**src/rtl/iir_pkg.sv**
```systemverilog
// Shared constants, FSM/phase encodings and the round-and-saturate helper
// for the time-multiplexed biquad cascade engine.
package iir_pkg;

    localparam int N_STAGES = 6;
    localparam int DW       = 16;
    localparam int CW       = 16;
    localparam int CFRAC    = 14;
    localparam int ACCW     = 40;
    localparam int SIW      = 3;
    localparam int PW       = DW + CW;

    localparam logic [SIW-1:0] LAST_STAGE = SIW'(N_STAGES - 1);

    localparam logic signed [ACCW-1:0] ACC_HALF = ACCW'(1) <<< (CFRAC - 1);
    localparam logic signed [ACCW-1:0] Y_MAX    = ACCW'((2 ** (DW - 1)) - 1);
    localparam logic signed [ACCW-1:0] Y_MIN    = ACCW'(-(2 ** (DW - 1)));

    typedef enum logic [1:0] {
        IDLE,
        MAC,
        WB,
        DONE
    } state_t;

    typedef enum logic [2:0] {
        P_B0,
        P_B1,
        P_B2,
        P_A1,
        P_A2
    } phase_t;

    typedef struct packed {
        logic signed [DW-1:0] y;
        logic                 clip;
    } sat_t;

    // Round half-up at the coefficient binary point, then clamp to the sample range.
    function automatic sat_t round_sat(input logic signed [ACCW-1:0] acc);
        logic signed [ACCW-1:0] r;
        sat_t                   res;
        r        = (acc + ACC_HALF) >>> CFRAC;
        res.y    = r[DW-1:0];
        res.clip = 1'b0;
        if (r > Y_MAX) begin
            res.y    = Y_MAX[DW-1:0];
            res.clip = 1'b1;
        end else if (r < Y_MIN) begin
            res.y    = Y_MIN[DW-1:0];
            res.clip = 1'b1;
        end
        return res;
    endfunction

endpackage

```
**src/rtl/iir_cascade_engine_mac.sv**
```systemverilog
// Shared multiply-accumulate datapath: one signed product per cycle, added to
// or subtracted from a wide accumulator; rounded/saturated view of the result.
module iir_mac_unit
    import iir_pkg::*;
(
    input  logic                 clk,
    input  logic                 rst_n,
    input  logic                 clr,
    input  logic                 en,
    input  logic                 first,
    input  logic                 sub,
    input  logic signed [DW-1:0] sample,
    input  logic signed [CW-1:0] coef,
    output logic signed [DW-1:0] y,
    output logic                 clip
);

    logic signed [PW-1:0]   prod;
    logic signed [ACCW-1:0] term;
    logic signed [ACCW-1:0] base;
    logic signed [ACCW-1:0] acc_d;
    logic signed [ACCW-1:0] acc_q;
    sat_t                   rs;

    // NOTE: every signal written here gets a default before any branch, so no latch is inferred.
    always_comb begin
        prod  = PW'(sample) * PW'(coef);
        term  = ACCW'(prod);
        base  = first ? '0 : acc_q;
        acc_d = acc_q;
        if (en) begin
            acc_d = sub ? (base - term) : (base + term);
        end
    end

    // NOTE: state registers use non-blocking assignment so all flops update together at the edge.
    always_ff @(posedge clk) begin
        if (!rst_n || clr) begin
            acc_q <= '0;
        end else begin
            acc_q <= acc_d;
        end
    end

    assign rs   = round_sat(acc_q);
    assign y    = rs.y;
    assign clip = rs.clip;

endmodule

```
**src/rtl/iir_cascade_engine.sv**
```systemverilog
// Biquad cascade engine: each accepted sample walks through N_STAGES sections,
// five MAC phases plus one write-back cycle per section, on one multiplier.
module iir_cascade_engine
    import iir_pkg::*;
(
    input  logic                 clk,
    input  logic                 rst_n,
    input  logic                 flush,
    input  logic                 in_valid,
    output logic                 in_ready,
    input  logic signed [DW-1:0] in_data,
    output logic [SIW-1:0]       stage_index,
    input  logic signed [CW-1:0] b0,
    input  logic signed [CW-1:0] b1,
    input  logic signed [CW-1:0] b2,
    input  logic signed [CW-1:0] a1,
    input  logic signed [CW-1:0] a2,
    output logic                 out_valid,
    input  logic                 out_ready,
    output logic [DW-1:0]        out_data,
    output logic                 sat_flag
);

    state_t               state_q, state_d;
    phase_t               phase_q, phase_d;
    logic [SIW-1:0]       stage_q, stage_d;
    logic signed [DW-1:0] x_q, x_d;
    logic [DW-1:0]        out_data_q, out_data_d;
    logic                 sat_q, sat_d;

    logic signed [DW-1:0] x1_q [N_STAGES];
    logic signed [DW-1:0] x2_q [N_STAGES];
    logic signed [DW-1:0] y1_q [N_STAGES];
    logic signed [DW-1:0] y2_q [N_STAGES];
    logic signed [DW-1:0] x1_d [N_STAGES];
    logic signed [DW-1:0] x2_d [N_STAGES];
    logic signed [DW-1:0] y1_d [N_STAGES];
    logic signed [DW-1:0] y2_d [N_STAGES];

    logic signed [DW-1:0] mac_sample;
    logic signed [CW-1:0] mac_coef;
    logic                 mac_sub;
    logic signed [DW-1:0] mac_y;
    logic                 mac_clip;

    always_comb begin
        mac_sample = x_q;
        mac_coef   = b0;
        mac_sub    = 1'b0;
        unique case (phase_q)
            P_B1: begin mac_sample = x1_q[stage_q]; mac_coef = b1; end
            P_B2: begin mac_sample = x2_q[stage_q]; mac_coef = b2; end
            P_A1: begin mac_sample = y1_q[stage_q]; mac_coef = a1; mac_sub = 1'b1; end
            P_A2: begin mac_sample = y2_q[stage_q]; mac_coef = a2; mac_sub = 1'b1; end
            default: ;
        endcase
    end

    iir_mac_unit u_mac (
        .clk    (clk),
        .rst_n  (rst_n),
        .clr    (flush),
        .en     (state_q == MAC),
        .first  (phase_q == P_B0),
        .sub    (mac_sub),
        .sample (mac_sample),
        .coef   (mac_coef),
        .y      (mac_y),
        .clip   (mac_clip)
    );

    always_comb begin
        state_d    = state_q;
        phase_d    = phase_q;
        stage_d    = stage_q;
        x_d        = x_q;
        out_data_d = out_data_q;
        sat_d      = sat_q;
        x1_d       = x1_q;
        x2_d       = x2_q;
        y1_d       = y1_q;
        y2_d       = y2_q;

        unique case (state_q)
            IDLE: begin
                if (in_valid) begin
                    x_d     = in_data;
                    stage_d = '0;
                    phase_d = P_B0;
                    state_d = MAC;
                end
            end
            MAC: begin
                if (phase_q == P_A2) begin
                    state_d = WB;
                end else begin
                    phase_d = phase_t'(phase_q + 3'd1);
                end
            end
            WB: begin
                x2_d[stage_q] = x1_q[stage_q];
                x1_d[stage_q] = x_q;
                y2_d[stage_q] = y1_q[stage_q];
                y1_d[stage_q] = mac_y;
                x_d           = mac_y;
                sat_d         = sat_q | mac_clip;
                phase_d       = P_B0;
                if (stage_q == LAST_STAGE) begin
                    // Park the stage select at 0 so the table sees 0 while DONE/IDLE.
                    out_data_d = mac_y;
                    stage_d    = '0;
                    state_d    = DONE;
                end else begin
                    stage_d = stage_q + 1'b1;
                    state_d = MAC;
                end
            end
            DONE: begin
                if (out_ready) begin
                    state_d = IDLE;
                end
            end
            default: state_d = IDLE;
        endcase
    end

    // NOTE: the history arrays are explicitly cleared because reset and flush must restart every section from zero state.
    always_ff @(posedge clk) begin
        if (!rst_n || flush) begin
            state_q    <= IDLE;
            phase_q    <= P_B0;
            stage_q    <= '0;
            x_q        <= '0;
            out_data_q <= '0;
            sat_q      <= 1'b0;
            for (int i = 0; i < N_STAGES; i++) begin
                x1_q[i] <= '0;
                x2_q[i] <= '0;
                y1_q[i] <= '0;
                y2_q[i] <= '0;
            end
        end else begin
            state_q    <= state_d;
            phase_q    <= phase_d;
            stage_q    <= stage_d;
            x_q        <= x_d;
            out_data_q <= out_data_d;
            sat_q      <= sat_d;
            x1_q       <= x1_d;
            x2_q       <= x2_d;
            y1_q       <= y1_d;
            y2_q       <= y2_d;
        end
    end

    assign in_ready    = (state_q == IDLE);
    assign out_valid   = (state_q == DONE);
    assign out_data    = out_data_q;
    assign stage_index = stage_q;
    assign sat_flag    = sat_q;

endmodule

```
**config.mk**
```make
export PLATFORM = sky130hd
export DESIGN_NAME = iir_cascade_engine
export DESIGN_NICKNAME = d
export VERILOG_FILES = /design/src/rtl/iir_pkg.sv /design/src/rtl/iir_cascade_engine_mac.sv /design/src/rtl/iir_cascade_engine.sv
export SDC_FILE = /design/constraint.sdc
export NUM_CORES = 2
export LEC_CHECK = 0
export CORE_MARGIN = 3
export CORE_UTILIZATION = 55
export CTS_CLUSTER_DIAMETER = 60
export DETAILED_ROUTE_END_ITERATION = 6
export PLACE_DENSITY = 0.73
export SYNTH_ARGS = -nofsm -noshare
export SYNTH_HDL_FRONTEND = slang
export SYNTH_HIERARCHICAL = 1
export SYNTH_SLANG_ARGS = --single-unit
```
**constraint.sdc**
```tcl
create_clock -name clk -period 10.3 [get_ports clk]
set_clock_uncertainty 0.1 [all_clocks]
set_input_delay 1.545 -clock clk [delete_from_list [all_inputs] [get_ports clk]]
set_output_delay 1.545 -clock clk [all_outputs]
set_load 0.1 [all_outputs]
```
### Word level (Yosys, flattened, before mapping)

Cells that the tools add are included.

* output and inout port bits: 22
* word-level logic and storage cells: 104
* register bits: 465
* input port bits: 101

* reduce and logical (&&, ||, !) cells: 12
* order comparisons: 4
* $add $sub $neg: 5
* equality and inequality tests: 12
* bitwise operators: 2
* multipliers: 1
* multiplexer cells: 37

Operators by type and width (count)
* bitwise mux 96 bit: 4
* binary-select mux 16 bit (select 3 bit): 4
* two-way mux 16 bit: 10
* one-hot mux 16 bit (4 select lines): 2
* two-way mux 40 bit: 2
* demux 16 bit (select 3 bit): 1
* adder 40 x 15 -> 40 bit, second input constant: 1
* adder 40 x 32 -> 40 bit: 1
* subtractor 40 x 32 -> 40 bit: 1
* two-way mux 17 bit: 2
* multiplier 16 x 16 -> 32 bit: 1
* one-hot mux 16 bit (2 select lines): 1
* > comparator 26 x 16 -> 1 bit, second input constant: 1
* < comparator 26 x 16 -> 1 bit, second input constant: 1
* two-way mux 3 bit: 3
* one-hot mux 3 bit (3 select lines): 1
* two-way mux 2 bit: 4
* one-hot mux 2 bit (4 select lines): 1
* adder 3 x 1 -> 3 bit, second input constant: 2
* equality test 3 x 2 -> 1 bit, second input constant: 2
* equality test 3 bit, second input constant: 2
* != test 2 bit, second input constant: 3
* one-hot mux 3 bit (2 select lines): 1
* AND reduction 3 bit: 2
* other kinds (18): 20

### Longest topological paths before layout

* depth in word-level cells: 8
* gate-level depth with buffers: 50
* gate-level depth less buffers: 45

### Cells and area by module

The synthesis kept the hierarchy.

By module, submodules not included
* iir_cascade_engine: area each 18641.6 um^2, sequential area each 8508.2 um^2, instances 1, cells each 2198
* iir_mac_unit: area each 15312.2 um^2, sequential area each 800.8 um^2, instances 1, cells each 1823

### Worst setup path before layout

OpenSTA, ideal clock, no wires.

* kind: register to register
* start point: reg stage_q[0], in the netlist stage_index[0]
* end point: reg u_mac.acc_q[39]
* data arrival time: 11.208 ns
* path buffers: 5
* clock period less this slack: 11.371 ns
* path slack: -1.071 ns
* cell stages (with the launch flop): 42
* data required time: 10.137 ns
* setup time: 0.063 ns
* cells stage by stage: dfxtp_1 -> buf_6 -> buf_6 -> buf_2 -> mux2i_1 -> o22ai_1 -> or4_1 -> o22a_1 -> clkbuf_1 -> nand2_1 -> inv_1 -> fa_1 -> fa_1 -> fa_1 -> fa_1 -> fa_1 -> inv_1 -> fa_1 -> [... 6 more ...] -> o21bai_1 -> a31oi_1 -> mux2i_1 -> nor4_4 -> or3b_4 -> or3_2 -> nand2b_1 -> xnor2_1 -> ha_1 -> nand4_1 -> o21a_1 -> nor2_1 -> a211oi_1 -> nor3_1 -> nor3_1 -> a22o_1 -> or4_1 -> nand3_1

* cells in the longest elaborated chain, start to end: 8
* elaborated cells between the ends (all ways): 18
* classes of those cells: add/sub: 2; mul: 1; mux: 14; bitwise: 1

Ends and longest elaborated chain
* start, declared: RTL line iir_cascade_engine.sv:26 `logic [SIW-1:0] stage_q, stage_d;`
* start signal, assigned: RTL line iir_cascade_engine.sv:145 `stage_q <= stage_d;`
* NOT 3 -> 4 bit (implied by the code) (*)
* binary-select mux 16 bit (select 3 bit), on equally long branches
* two-way mux 16 bit, on equally long branches (2 in series)
* one-hot mux 16 bit (4 select lines) (*): RTL line iir_cascade_engine.sv:50 `unique case (phase_q)`
* via mac_sample[15]: RTL line iir_cascade_engine.sv:40 `logic signed [DW-1:0] mac_sample;`
* multiplier 16 x 16 -> 32 bit (*): RTL line iir_cascade_engine_mac.sv:27 `prod = PW'(sample) * PW'(coef);`
* adder 40 x 32 -> 40 bit or subtractor 40 x 32 -> 40 bit (tied branches): RTL line iir_cascade_engine_mac.sv:32 `acc_d = sub ? (base - term) : (base + term);`
* two-way mux 40 bit (*): RTL line iir_cascade_engine_mac.sv:32
* end signal, assigned: RTL line iir_cascade_engine_mac.sv:39 `acc_q <= '0;`
* end signal, assigned: RTL line iir_cascade_engine_mac.sv:41 `acc_q <= acc_d;`
* end, declared: RTL line iir_cascade_engine_mac.sv:22 `logic signed [ACCW-1:0] acc_q;`

Mark *: on every way through the listed nets, which the timed path passes. The rest lies on a longest branch. The select of a mux whose other input is x is not followed.
A chain may end at the register's enable or synchronous reset.

### Worst setup path in the final report

Same ends and word-level chain as after synthesis.

==> impl_metrics.csv <==
group,metric,value,unit
status,violations,"negative setup slack",
route,finalWirelength,100000,um
cells_and_area,finalNetCount,4957,
clocking,cts_hold_buf,0,
global_routing,track_usage,30.1,%
worst_setup_path,crit_type,"register to register",
worst_hold_path,hold_path.class,"register to register",
worst_setup_path,crit_path_end_kind,"register",
route,dr.pass1.iters,6,
global_routing,antenna_found_initial,2,
floorplanning,fp.coreArea,60700,um2
floorplanning,die_y,254,um
worst_setup_path,slowest_stage,"or4_1",
sta,layout_setup_ws,-250,ps
yosys,netlist_area,34000,um2
placed_design,dp.cells,5145,
cells_and_area,final_cell_count_no_fill,5287,
global_routing,overflow,0,
route,wire_per_inst,19.0,um
sta,period_share,102,%
floorplanning,dieArea,64800,um2
yosys,synth-simple-area-share,17.5,%
route,viasPerCell,5.78,
yosys,synth_edf_count,0,
floorplanning,row_count,90,
route,drc,0,
placed_design,port_buffers,122,
worst_setup_path,max_stage_delay,580,ps
route,drt_iter0_drc,2171,
yosys,avgSynthCellArea,8.44,um2
yosys,synth_most_common_cell,"nand2_1",
global_routing,grt_pass1_vias,30107,
placed_design,place_ws,-865,ps
clocking,root_buffer,"clkbuf_16",
worst_setup_path,worstPathRequired,10740,ps
worst_setup_path,cp.arrival,10990,ps
worst_setup_path,critPathLaunchType,"register",
yosys,syn_inst,4021,
yosys,synth_mux_area_share,6.67,%
yosys,synth.distinct_cells,92,
sta,worstMarginPinSlew,1180,ps
power_and_ir_drop,ir_drop,0.571,mV
yosys,ys_warn_count,6,
yosys,synth_compound_area_share,17.7,%
global_routing,grt_pass1_wl,156000,um
yosys,syn_nets,4513,
sta,timing.fmax,94.8,MHz
clocking,clk_latency,620,ps
run,maxCapViolations,0,
yosys,synth_xor_area_share,2.91,%
yosys,synth-seq-area-share,27.4,%
clocking,cts_buffers,49,
power_and_ir_drop,p_per_area,281,nW/um2
clocking,clock-sinks,465,
clocking,cts_tree,"yes",
sta,hold_slack,353,ps
yosys,synthArstFlopShare,0,%
cells_and_area,syn_to_final_growth,24.2,%
sta,slew_headroom,21.1,%
clocking,cts_buffer_depth,3,
yosys,synth_area_leader_cell,"dfxtp_1",
cells_and_area,drive_gt1_share,20.0,%
clocking,cts_htree_levels,2,
sta,maxSlewViolCount,0,
cells_and_area,fin_util,69.5,%
route,via_count,30574,
floorplanning,ioPinCount,123,
placed_design,dp_hpwl,70500,um
global_routing,grt_max_degree,164,
clocking,clkTransAtPathRegs,60,ps
status,status,"finished with violations",
sta,hold_viol_final,0,
worst_setup_path,path_max_fanout,10,
worst_setup_path,timing.critical_path.mode_cell,"fa_1",
yosys,synth-seq-cells,465,
yosys,synth_area_leaders,"dfxtp_1, fa_1, nand2_1",
route,ant_nets,0,
sta,rsz0062_at_grt,"yes",
placed_design,gp_congestion,0.897,
sta,final.min_clock_period,10550,ps
yosys,synth-adder-area-share,20.2,%
floorplanning,die_x,254,um
sta,setup_violations,3,
yosys,ys.flop_type,"dfxtp_1",
floorplanning,initial_core_util,55.9,%
yosys,yosys.area.top_type_share,27.4,%
yosys,synth_common_cells,"nand2_1, dfxtp_1, nor2_1",
power_and_ir_drop,leakage,16.4,nW
yosys,synth_top_family_by_area,"adder cells",
cells in the final DEF, fill, tap and decap left out, types with 95 or more instances in the layout:
cell             Yosys  layout
a211oi_1           209     204
o22ai_1             96      95
inv_1              328     314
nor2_1             352     343
and2_1             129     116
a21oi_1            327     308
dfxtp_1            465     460
nand2_1            570     564
mux2i_1            188     187
buf_4               17     503
ha_1               128     110
fa_1               263     258
clkdlybuf4s50_1      0     121
metrics by stage:
step | TNS, ps | power [mW] | instance area (um2)
global route | -2510 | 12.6 | 42200
detailed placement | -9580 | 9.37 | 39100
CTS | -99.6 | 11.3 | 41100
finish | -386 | 11.9 | 42200
floorplan | 0 | 6.09 | 34100
global placement | -7240 | 9.25 | 39100
sequential cells by signal (all words and copies together) (netlist names):
signal / flops
phase_q: 3
stage_index: 3
state_q: 2
u_mac/acc_q: 40
y2_q: 96
out_data: 16
sat_flag: 1
x1_q: 96
y1_q: 96
x2_q: 96
x_q: 16
layout make-up:
type	count	area, um2
Antenna cell	3	7.51
Clock buffer	78	1490
Clock inverter	10	164
Fill cell	4691	18500
Inverter	328	1240
Multi-Input combinational cell	2945	23100
Sequential cell	465	9330
Tap cell	782	978
Timing Repair Buffer	676	5880
final timing paths:
| kind | from | endpoint | cells after the start | slack (ps) |
|---|---|---|---|---|
| setup / recovery | stage_index[0] | u_mac/acc_q[39] | 40 | -250 |
| hold / removal | x1_q[74] | x1_q[74] | 2 | 350 |
| setup reg to reg | stage_index[0] | u_mac/acc_q[39] | 40 | -250 |
| hold reg to reg | x1_q[74] | x1_q[74] | 2 | 350 |
critical path, delay by kind of cell, from the launching register on:
| kind | cells | cell delay (ps) |
|---|---|---|
| AO/OA/AOI/OAI | 12 | 2350 |
| adder cells (fa/ha/maj) | 8 | 3470 |
| buffers and inverters | 7 | 670 |
| flip-flops | 1 | 460 |
| multiplexers | 1 | 310 |
| AND/OR/NAND/NOR | 12 | 3080 |
cells by family after synthesis:
| logic type | count (synthesis) |
|---|---|
| adders and majority gates | 391 |
| muxes | 222 |
| DFF | 465 |
| xor gates and xnor gates | 113 |
| and+or+nand+nor | 1307 |
| AOI/OAI and AO/OA | 912 |
| buffers and inverters | 611 |
where the power goes:
group / internal [mW] / total, mW / switching, mW
registers: 1.82 / 1.86 / 0.0393
logic: 4.05 / 8.20 / 4.15
clock network: 1.04 / 1.80 / 0.754
total: 6.92 / 11.9 / 4.94
metal layers:
metal	vias up	part of all wire (%)	GRT usage, %
met3	235	5.8	3.54
met4	0	4.7	13.2
met2	1044	49	51.9
li1	14424	-	-
met1	14871	41	38.3
met5	-	0	0
repair_timing:
action,4_1_cts,5_1_grt
endpoints found under the setup margin,14,17
setup buffers,8,42
pin swaps,22,83
gates resized for setup,68,156
gates cloned,1,0
Power figures use the tool's default switching activity.
